==> config.mk <==
export PLATFORM = sky130hd
export DESIGN_NAME = clk_gen_frac_mc
export DESIGN_NICKNAME = d
export VERILOG_FILES = /design/src/rtl/clk_gen_frac_pkg.sv /design/src/rtl/clk_gen_frac_ch.sv /design/src/rtl/clk_gen_frac_mc.sv
export SDC_FILE = /design/constraint.sdc
export NUM_CORES = 1
export LEC_CHECK = 0
export ABC_CLOCK_PERIOD_IN_PS = 5500
export CAP_MARGIN = 20
export CORE_ASPECT_RATIO = 1.75
export CORE_MARGIN = 8
export CORE_UTILIZATION = 35
export CTS_BUF_LIST = sky130_fd_sc_hd__clkbuf_8 sky130_fd_sc_hd__clkbuf_16
export CTS_CLUSTER_DIAMETER = 60
export DETAILED_ROUTE_END_ITERATION = 6
export DONT_BUFFER_PORTS = 1
export SYNTH_ARGS = -nofsm -noshare
export SYNTH_HDL_FRONTEND = slang
export SYNTH_SLANG_ARGS = --single-unit
==> constraint.sdc <==
create_clock -name I_sys_clk -period 5.5 [get_ports I_sys_clk]
set_clock_uncertainty 0.15 [all_clocks]
set_input_delay 0.275 -clock I_sys_clk [delete_from_list [all_inputs] [get_ports I_sys_clk]]
set_output_delay 0.275 -clock I_sys_clk [all_outputs]
set_load 0.1 [all_outputs]
==> src/rtl/clk_gen_frac_pkg.sv <==
// Shared types and helpers for the multi-channel fractional clock generator.
package clk_gen_frac_pkg;

  // Internal datapath width. Channel configs are zero-extended to this, so
  // the top-level C_W parameter must not exceed it.
  localparam int unsigned C_W_DEF = 32;

  // Per-channel configuration: num = system frequency, den = target frequency.
  typedef struct packed {
    logic [C_W_DEF-1:0] num;
    logic [C_W_DEF-1:0] den;
  } ch_cfg_t;

  // A config is usable only if both terms are non-zero and the output does
  // not exceed fsys/2, i.e. 2*den <= num.
  function automatic logic cfg_valid(input logic [C_W_DEF-1:0] num,
                                     input logic [C_W_DEF-1:0] den);
    logic [C_W_DEF:0] den2;
    den2 = {den, 1'b0};
    return (num != '0) && (den != '0) && (den2 <= {1'b0, num});
  endfunction

endpackage

==> src/rtl/clk_gen_frac_ch.sv <==
// One fractional-divider channel: config registers, phase accumulator,
// output toggle flop, rising-edge enable pulse and config-error flag.
module clk_gen_frac_ch
  import clk_gen_frac_pkg::*;
#(
  parameter int unsigned C_W = 32
) (
  input  logic           clk_i,
  input  logic           rst_i,
  input  logic           load_i,
  input  logic [C_W-1:0] num_i,
  input  logic [C_W-1:0] den_i,
  input  logic           stop_i,
  output logic           clk_o,
  output logic           en_o,
  output logic           err_o
);

  // Two extra bits: acc < num < 2^W and 2*den < 2^(W+1), so the sum never wraps.
  localparam int unsigned SumW = C_W_DEF + 2;

  ch_cfg_t              cfg_q, cfg_d, cfg_new;
  logic [C_W_DEF-1:0]   acc_q, acc_d;
  logic                 clk_q, clk_d;
  logic                 en_q, en_d;
  logic                 err_q, err_d;
  logic                 act_q, act_d;
  logic [SumW-1:0]      sum;
  logic [SumW-1:0]      num_ext;
  logic                 new_valid;

  // Next-state: a load restarts the channel; otherwise an active, unstopped
  // channel advances its accumulator by 2*den and toggles on wrap past num.
  always_comb begin
    cfg_new.num = C_W_DEF'(num_i);
    cfg_new.den = C_W_DEF'(den_i);
    new_valid   = cfg_valid(cfg_new.num, cfg_new.den);
    num_ext     = {2'b00, cfg_q.num};
    sum         = {2'b00, acc_q} + {1'b0, cfg_q.den, 1'b0};

    cfg_d = cfg_q;
    acc_d = acc_q;
    clk_d = clk_q;
    en_d  = 1'b0;
    err_d = err_q;
    act_d = act_q;

    if (load_i) begin
      cfg_d = cfg_new;
      acc_d = '0;
      clk_d = 1'b0;
      err_d = ~new_valid;
      act_d = new_valid;
    end else if (act_q && !stop_i) begin
      if (sum >= num_ext) begin
        acc_d = C_W_DEF'(sum - num_ext);
        clk_d = ~clk_q;
        en_d  = ~clk_q;
      end else begin
        acc_d = sum[C_W_DEF-1:0];
      end
    end
  end

  // State registers with synchronous reset to an idle, unconfigured channel.
  always_ff @(posedge clk_i) begin
    if (rst_i) begin
      cfg_q <= '0;
      acc_q <= '0;
      clk_q <= 1'b0;
      en_q  <= 1'b0;
      err_q <= 1'b0;
      act_q <= 1'b0;
    end else begin
      cfg_q <= cfg_d;
      acc_q <= acc_d;
      clk_q <= clk_d;
      en_q  <= en_d;
      err_q <= err_d;
      act_q <= act_d;
    end
  end

  assign clk_o = clk_q;
  assign en_o  = en_q;
  assign err_o = err_q;

endmodule

==> src/rtl/clk_gen_frac_mc.sv <==
// Multi-channel fractional clock generator: C_CH independent channels, each
// producing fsys*den/num with a registered clock and a rising-edge enable.
module clk_gen_frac_mc
  import clk_gen_frac_pkg::*;
#(
  parameter int unsigned C_CH  = 4,
  parameter int unsigned C_W   = 32,
  parameter int unsigned C_CHW = (C_CH > 1) ? $clog2(C_CH) : 1
) (
  input  logic             I_sys_clk,
  input  logic             I_rst,
  input  logic             I_cfg_wr,
  input  logic [C_CHW-1:0] I_cfg_ch,
  input  logic [C_W-1:0]   I_cfg_num,
  input  logic [C_W-1:0]   I_cfg_den,
  input  logic [C_CH-1:0]  I_gen_stop,
  output logic [C_CH-1:0]  O_div_exp_clk,
  output logic [C_CH-1:0]  O_clk_en,
  output logic [C_CH-1:0]  O_cfg_err
);

  logic [C_CH-1:0] load;

  for (genvar g = 0; g < C_CH; g++) begin : g_ch
    // Writes to an index with no matching channel decode to nothing.
    assign load[g] = I_cfg_wr && (I_cfg_ch == C_CHW'(g));

    clk_gen_frac_ch #(
      .C_W (C_W)
    ) u_ch (
      .clk_i  (I_sys_clk),
      .rst_i  (I_rst),
      .load_i (load[g]),
      .num_i  (I_cfg_num),
      .den_i  (I_cfg_den),
      .stop_i (I_gen_stop[g]),
      .clk_o  (O_div_exp_clk[g]),
      .en_o   (O_clk_en[g]),
      .err_o  (O_cfg_err[g])
    );
  end

endmodule

* After elaboration in Yosys (flattened, before gate mapping) *
Cells that the tools add are included.

storage, ports and cells
  output and inout port bits = 12
  ROM bits = 0
  word-level logic and storage cells = 90
  input port bits = 73
  memories = 0
  register bits after elaboration = 400
  memory bits (writable) = 0
  latch bits = 0

cells by class
  reduce and logical (&&, ||, !) cells = 29
  bitwise gates (word level) = 13
  multiply operators = 0
  divide/modulo/power cells = 0
  multiplexer cells = 4
  add/sub/neg operators = 8
  order comparisons = 5
  equality and inequality tests = 3
  shifts and indexed selects = 0

operators by type and width
  cell                  number
  $add A32 B33 Y34      4
  $ge A34 B32 Y1        4
  $mux W32              4
  $sub A32 B32 Y32      4
  $reduce_bool A32 Y1   2
  $le A33 B32 Y1        1
  $reduce_or A4 Y1      4
  $not A1 Y1            13
  $logic_and A1 B1 Y1   10
  $reduce_and A2 Y1     4
  $reduce_or A2 Y1      4
  $eq A2 B2 Y1 const B  2
  $logic_not A1 Y1      4
  $eq A2 B1 Y1 const B  1
  $logic_not A2 Y1      1

* Depth between registers and ports, before layout *
  word-level depth = 4
  mapped depth = 25
  gate-level depth less buffers = 24

* Hierarchy *
Synthesis repeated with hierarchy kept, for this count alone.

second synthesis, totals
  cells, all modules = 4,210
  area, all modules = 33,281.9 µm²

modules (own cells, without submodules)
  module                              times used  cells an instance  area an instance (µm²)
  clk_gen_frac_ch (g_ch[1].u_ch ...)  3           1,043              8,271.7
  clk_gen_frac_ch (g_ch[0].u_ch)      1           1,077              8,429.3
  clk_gen_frac_mc                     1           4                  37.5

* Least setup slack after synthesis *
OpenSTA, ideal clock, no wires.

  path type = flip-flop to flip-flop
  start point = register g_ch[1].u_ch.acc_q[1]
  end point = register g_ch[1].u_ch.acc_q[14]
  cell stages (with the launch flop) = 24
  slack = 0.660 ns
  arrival = 4.558 ns
  path through = dfxtp_1 -> ha_1 -> inv_1 -> fa_1 -> nand2b_1 -> a21oi_1 -> o41a_1 -> a221o_1 -> a41oi_1 -> o21a_1 -> o211ai_1 -> a21oi_1 -> xnor2_1 -> ha_1 -> a21oi_1 -> o21ai_0 -> a31oi_1 -> o2111ai_1 -> a21boi_1 -> o21ai_1 -> a211oi_4 -> buf_4 -> mux2i_1 -> a21oi_1

between the ends
  cells in the longest elaborated chain, start to end = 3
  elaborated cells on any way between the ends = 4
  classes of those cells = add/sub (2); order compare (1); mux (1)

ends and longest elaborated chain
  item                                                       line                                          source
  start: declaration                                         clk_gen_frac_ch.sv:23                         logic [C_W_DEF-1:0] acc_q, acc_d;
  start signal: assignment                                   clk_gen_frac_ch.sv:69                         acc_q <= '0;
  start signal: assignment                                   clk_gen_frac_ch.sv:76                         acc_q <= acc_d;
  $add A32 B33 Y34 (*)                                       clk_gen_frac_ch.sv:39                         sum = {2'b00, acc_q} + {1'b0, cfg_q.den, 1'b0};
  $sub A32 B32 Y32 / $ge A34 B32 Y1 (equally long branches)  clk_gen_frac_ch.sv:56, clk_gen_frac_ch.sv:55
  $mux W32 (*)                                               clk_gen_frac_ch.sv:55                         if (sum >= num_ext) begin

Every way passes the cells marked *; elsewhere a longest branch is shown, timed or not.
A chain may end at the register's enable or synchronous reset.

* Worst setup path in the final report *
  start point = register g_ch[0].u_ch.cfg_q[0] (netlist bit)
  end point = register g_ch[0].u_ch.acc_q[23]

between the ends
  cells in the longest elaborated chain, start to end = 3
  elaborated cells on any way between the ends = 4
  classes of those cells = add/sub (2); order compare (1); mux (1)

ends and longest elaborated chain
  item                                                       line                                          source
  start: declaration                                         clk_gen_frac_ch.sv:22                         ch_cfg_t cfg_q, cfg_d, cfg_new;
  start signal: assignment                                   clk_gen_frac_ch.sv:75                         cfg_q <= cfg_d;
  $add A32 B33 Y34 (*)                                       clk_gen_frac_ch.sv:39
  $sub A32 B32 Y32 / $ge A34 B32 Y1 (equally long branches)  clk_gen_frac_ch.sv:56, clk_gen_frac_ch.sv:55
  $mux W32 (*)                                               clk_gen_frac_ch.sv:55
  end signal: assignment                                     clk_gen_frac_ch.sv:69
  end signal: assignment                                     clk_gen_frac_ch.sv:76
  end: declaration                                           clk_gen_frac_ch.sv:23

Marked as above.

==> flow_summary.yaml <==
run_status:
  outcome: "completed"
cts:
  cts.path.max_buffers: 3
  clk_pin_slew_ns: 0.07
  insertion_delay_ns: 0.59
  h-tree-depth: 2
  cts_buffers: 40
  cts_sinks: 400
  cts_tree: "built"
  cts-root-buf: "clkbuf_16"
grt:
  grt_pass1_wl_um: 169000
  antenna_found_initial: 19
  grt_pass1_vias: 26900
  grt_overflow_total: 0
  grt_max_degree: 245
  grt_usage: 0.243
die:
  io-pin-count: 85
  design.die.area_um2: 91700
  start_util: 0.351
  die_h_um: 395
  core_um2: 81600
  rows: 139
  die_w_um: 232
yosys:
  yosysSeqAreaShare: 0.279
  synth-adder-area-share: 0.129
  synth_fp_nets: 4216
  synthesis.area_um2: 28700
  synth-edff-count: 0
  synthFlopType: "dfxtp_1"
  syn_inst: 3852
  synthSimpleGateAreaFrac: 0.187
  postSynthAreaPerCell_um2: 7.44
  ys_ff_latch: 400
  synth_top_family_by_area: "compound AO/OA/AOI/OAI gates"
  synth-async-reset-ratio: 0
  yosysUniqueCellTypes: 84
  muxShareOfSynthArea: 0.0199
  synth-xor-area-share: 0.0663
  ys_warn_count: 0
  synth-compound-area-share: 0.263
critical_path:
  slowest_stage: "fa_1"
  cp-start-kind: "flip-flop"
  crit_chain: "ha_1, inv_1, fa_1, nand2b_1, a211oi_2, o211ai_1, a31oi_1, a21o_1, a21oi_1, xnor2_1, ha_1, a2111o_1, a31oi_1, o21ai_0, nand2_1, o21ai_0, a311o_1, a211o_2, buf_4, mux2i_1, a21oi_1"
  r2r-start: "g_ch[0].u_ch.cfg_q[0]$_SDFFE_PP0P_"
  worst-path-buf-inv: 2
  critPathLaunch: "g_ch[0].u_ch.cfg_q[0]$_SDFFE_PP0P_"
  cp.arrival_ns: 5.65
  worstSetupPathType: "flip-flop to flip-flop"
  critical-path-max-stage-delay_ns: 0.40
  path_delay_family: "compound AO/OA/AOI/OAI gates"
  worstSetupEndpointType: "flip-flop"
  required_ns: 5.80
  worst-path-max-fanout: 17
route:
  wl_um: 115000
  drtIter0Drc: 1645
  routedWlPerCell_um: 23.0
  first_pass_iters: 6
  drc: 0
  vias: 28300
  postRouteAntennaNets: 0
  vias_per_cell: 5.62
timing:
  max_freq_ghz: 0.187
  finalSetupViolCount: 0
  hold_viol: 0
  worst_slew_pin_slew_ns: 1.18
  fin_crit_sh: 0.972
  period_minus_slack_ns: 5.35
  relSlewSlack: 0.215
  fin_ws_ns: 0.155
  finalSetupTns_ns: 0
  drv_slew: 0
  whs_ns: 0.00922
power:
  power.total_w: 0.00895
  p_int_w: 0.00580
  p_seq_frac: 0.340
  leakage_nw: 13.8
  power.switching_w: 0.00315
  sw_frac_of_total: 0.352
  pwr-share-comb: 0.341
  irDropWorstVdd_v: 0.000239
  clkPwrFrac: 0.318
  p_per_area_nw_per_um2: 274
min_path:
  min_from: "I_rst"
  hp-class: "primary input to flip-flop"
place:
  globalplace.congestion: 0.944
  io_buffers: 0
  pre_cts_ws_ns: 0.0767
  post-dp-hpwl_um: 72900
final_layout:
  fillers: 8447
  layout.nets: 4250
  drive_gt1_frac: 0.0600
  syn_to_final_growth_pct: 14.0
run:
  maxCapViolCount: 0
==> through the flow <==
stage                util  instances  cell area (µm²)
floorplan               -       3852            28700
global placement    0.366       4793            29900
detailed placement  0.366       4793            29900
CTS                 0.393       4955            32100
global route        0.400       5008            32600
finish              0.401       5030            32700
==> layout by cell type, fill, tap and decap left out, types with 8 or more instances in the layout <==
cell / n
o21ai_1: 10
a21oi_1: 597
nand3_1: 46
dlygate4sd3_1: 88
o21ai_0: 238
nor2_1: 214
dfxtp_1: 400
mux2i_1: 57
clkinv_2: 10
nor2b_1: 25
or3_1: 11
and3_1: 28
diode_2: 56
a21boi_0: 10
a21o_1: 121
clkbuf_16: 45
and4_1: 8
nor3_1: 36
nand2b_1: 40
a31oi_1: 23
nand4_1: 41
clkbuf_8: 8
inv_1: 225
a211oi_1: 48
buf_4: 74
xnor2_1: 137
nor4_1: 24
and2_1: 18
o21bai_1: 30
nand2_1: 680
o211ai_1: 26
xor2_1: 79
ha_1: 278
o21a_1: 33
==> power by group through the flow <==
stage | clock, W | sequential (W) | combinational (W)
finish | 0.00285 | 0.00305 | 0.00305
global route | 0.00299 | 0.00305 | 0.00331
CTS | 0.00289 | 0.00305 | 0.00285
detailed placement | 0 | 0.00311 | 0.00263
global placement | 0 | 0.00311 | 0.00263
floorplan | 0 | 0.00308 | 0.00205
==> cells by family after synthesis <==
kind of cell	after synthesis
muxes	57
xor gates and xnor gates	217
DFF	400
AOI/OAI and AO/OA	1265
and+or+nand+nor	1218
adders and majority gates	291
buffers and inverters	404
==> Yosys cell counts, drive strengths merged (34+ instances only) <==
| cell type | number | area share |
|---|---|---|
| clkbuf | 141 | 0.018 |
| a21oi | 604 | 0.11 |
| xnor2 | 138 | 0.042 |
| inv | 220 | 0.029 |
| a21o | 121 | 0.032 |
| nand3 | 47 | 0.0082 |
| buf | 43 | 0.0082 |
| nand4 | 41 | 0.0089 |
| xor2 | 79 | 0.024 |
| nor2 | 216 | 0.028 |
| nand2b | 41 | 0.0089 |
| o21a | 34 | 0.0089 |
| dfxtp | 400 | 0.28 |
| ha | 283 | 0.12 |
| nand2 | 681 | 0.089 |
| o21ai | 249 | 0.043 |
| nor3 | 37 | 0.0069 |
| mux2i | 57 | 0.020 |
| a211oi | 55 | 0.015 |
==> worst reg2reg max path, delay by kind of cell (launching register included) <==
kind	cells	cell delay, ns
AO/OA/AOI/OAI	12	2.82
XOR/XNOR	1	0.17
adder cells (fa/ha/maj)	3	0.88
buffers and inverters	2	0.30
flip-flops	1	0.33
multiplexers	1	0.28
AND/OR/NAND/NOR	2	0.28
==> state kept, by name (all words and copies together), names as in the netlist <==
name,count
g_ch.u_ch.clk_o,4
g_ch.u_ch.err_o,4
g_ch.u_ch.cfg_q,256
g_ch.u_ch.act_q,4
g_ch.u_ch.en_o,4
g_ch.u_ch.acc_q,128
==> worst paths after layout <==
| check | slack, ns | cells after the start | end |
|---|---|---|---|
| setup / recovery | 0.15 | 21 | g_ch[0].u_ch.acc_q[23]$_SDFFE_PP0P_ |
| hold / removal | 0.009 | 4 | g_ch[0].u_ch.acc_q[22]$_SDFFE_PP0P_ |
| setup reg to reg | 0.15 | 21 | g_ch[0].u_ch.acc_q[23]$_SDFFE_PP0P_ |
| hold reg to reg | 0.30 | 2 | g_ch[3].u_ch.cfg_q[35]$_SDFFE_PP0P_ |
==> final cells by class <==
class | count | area (µm²) | area share
diodes | 56 | 140 | 0.00429
clock buffers | 49 | 1140 | 0.0348
clock inverters | 24 | 168 | 0.00513
inverters | 220 | 826 | 0.0253
multi-input cells | 3048 | 19400 | 0.593
flip-flops and latches | 400 | 8010 | 0.245
well taps | 1057 | 1320 | 0.0405
repair buffers | 176 | 1720 | 0.0526
==> metal layers <==
metal	part of all wire	global-route usage
met1	0.34	0.243
met2	0.48	0.416
met3	0.057	0.0423
met4	0.12	0.232
met5	0	0
==> what timing repair did <==
item	CTS	global route
hold buffers	89	0
endpoints found under the setup margin	0	105
resized for setup	0	56
endpoints found under the hold margin	289	0
buffers inserted	0	13
Note: power is estimated with default switching activity, not from simulation.
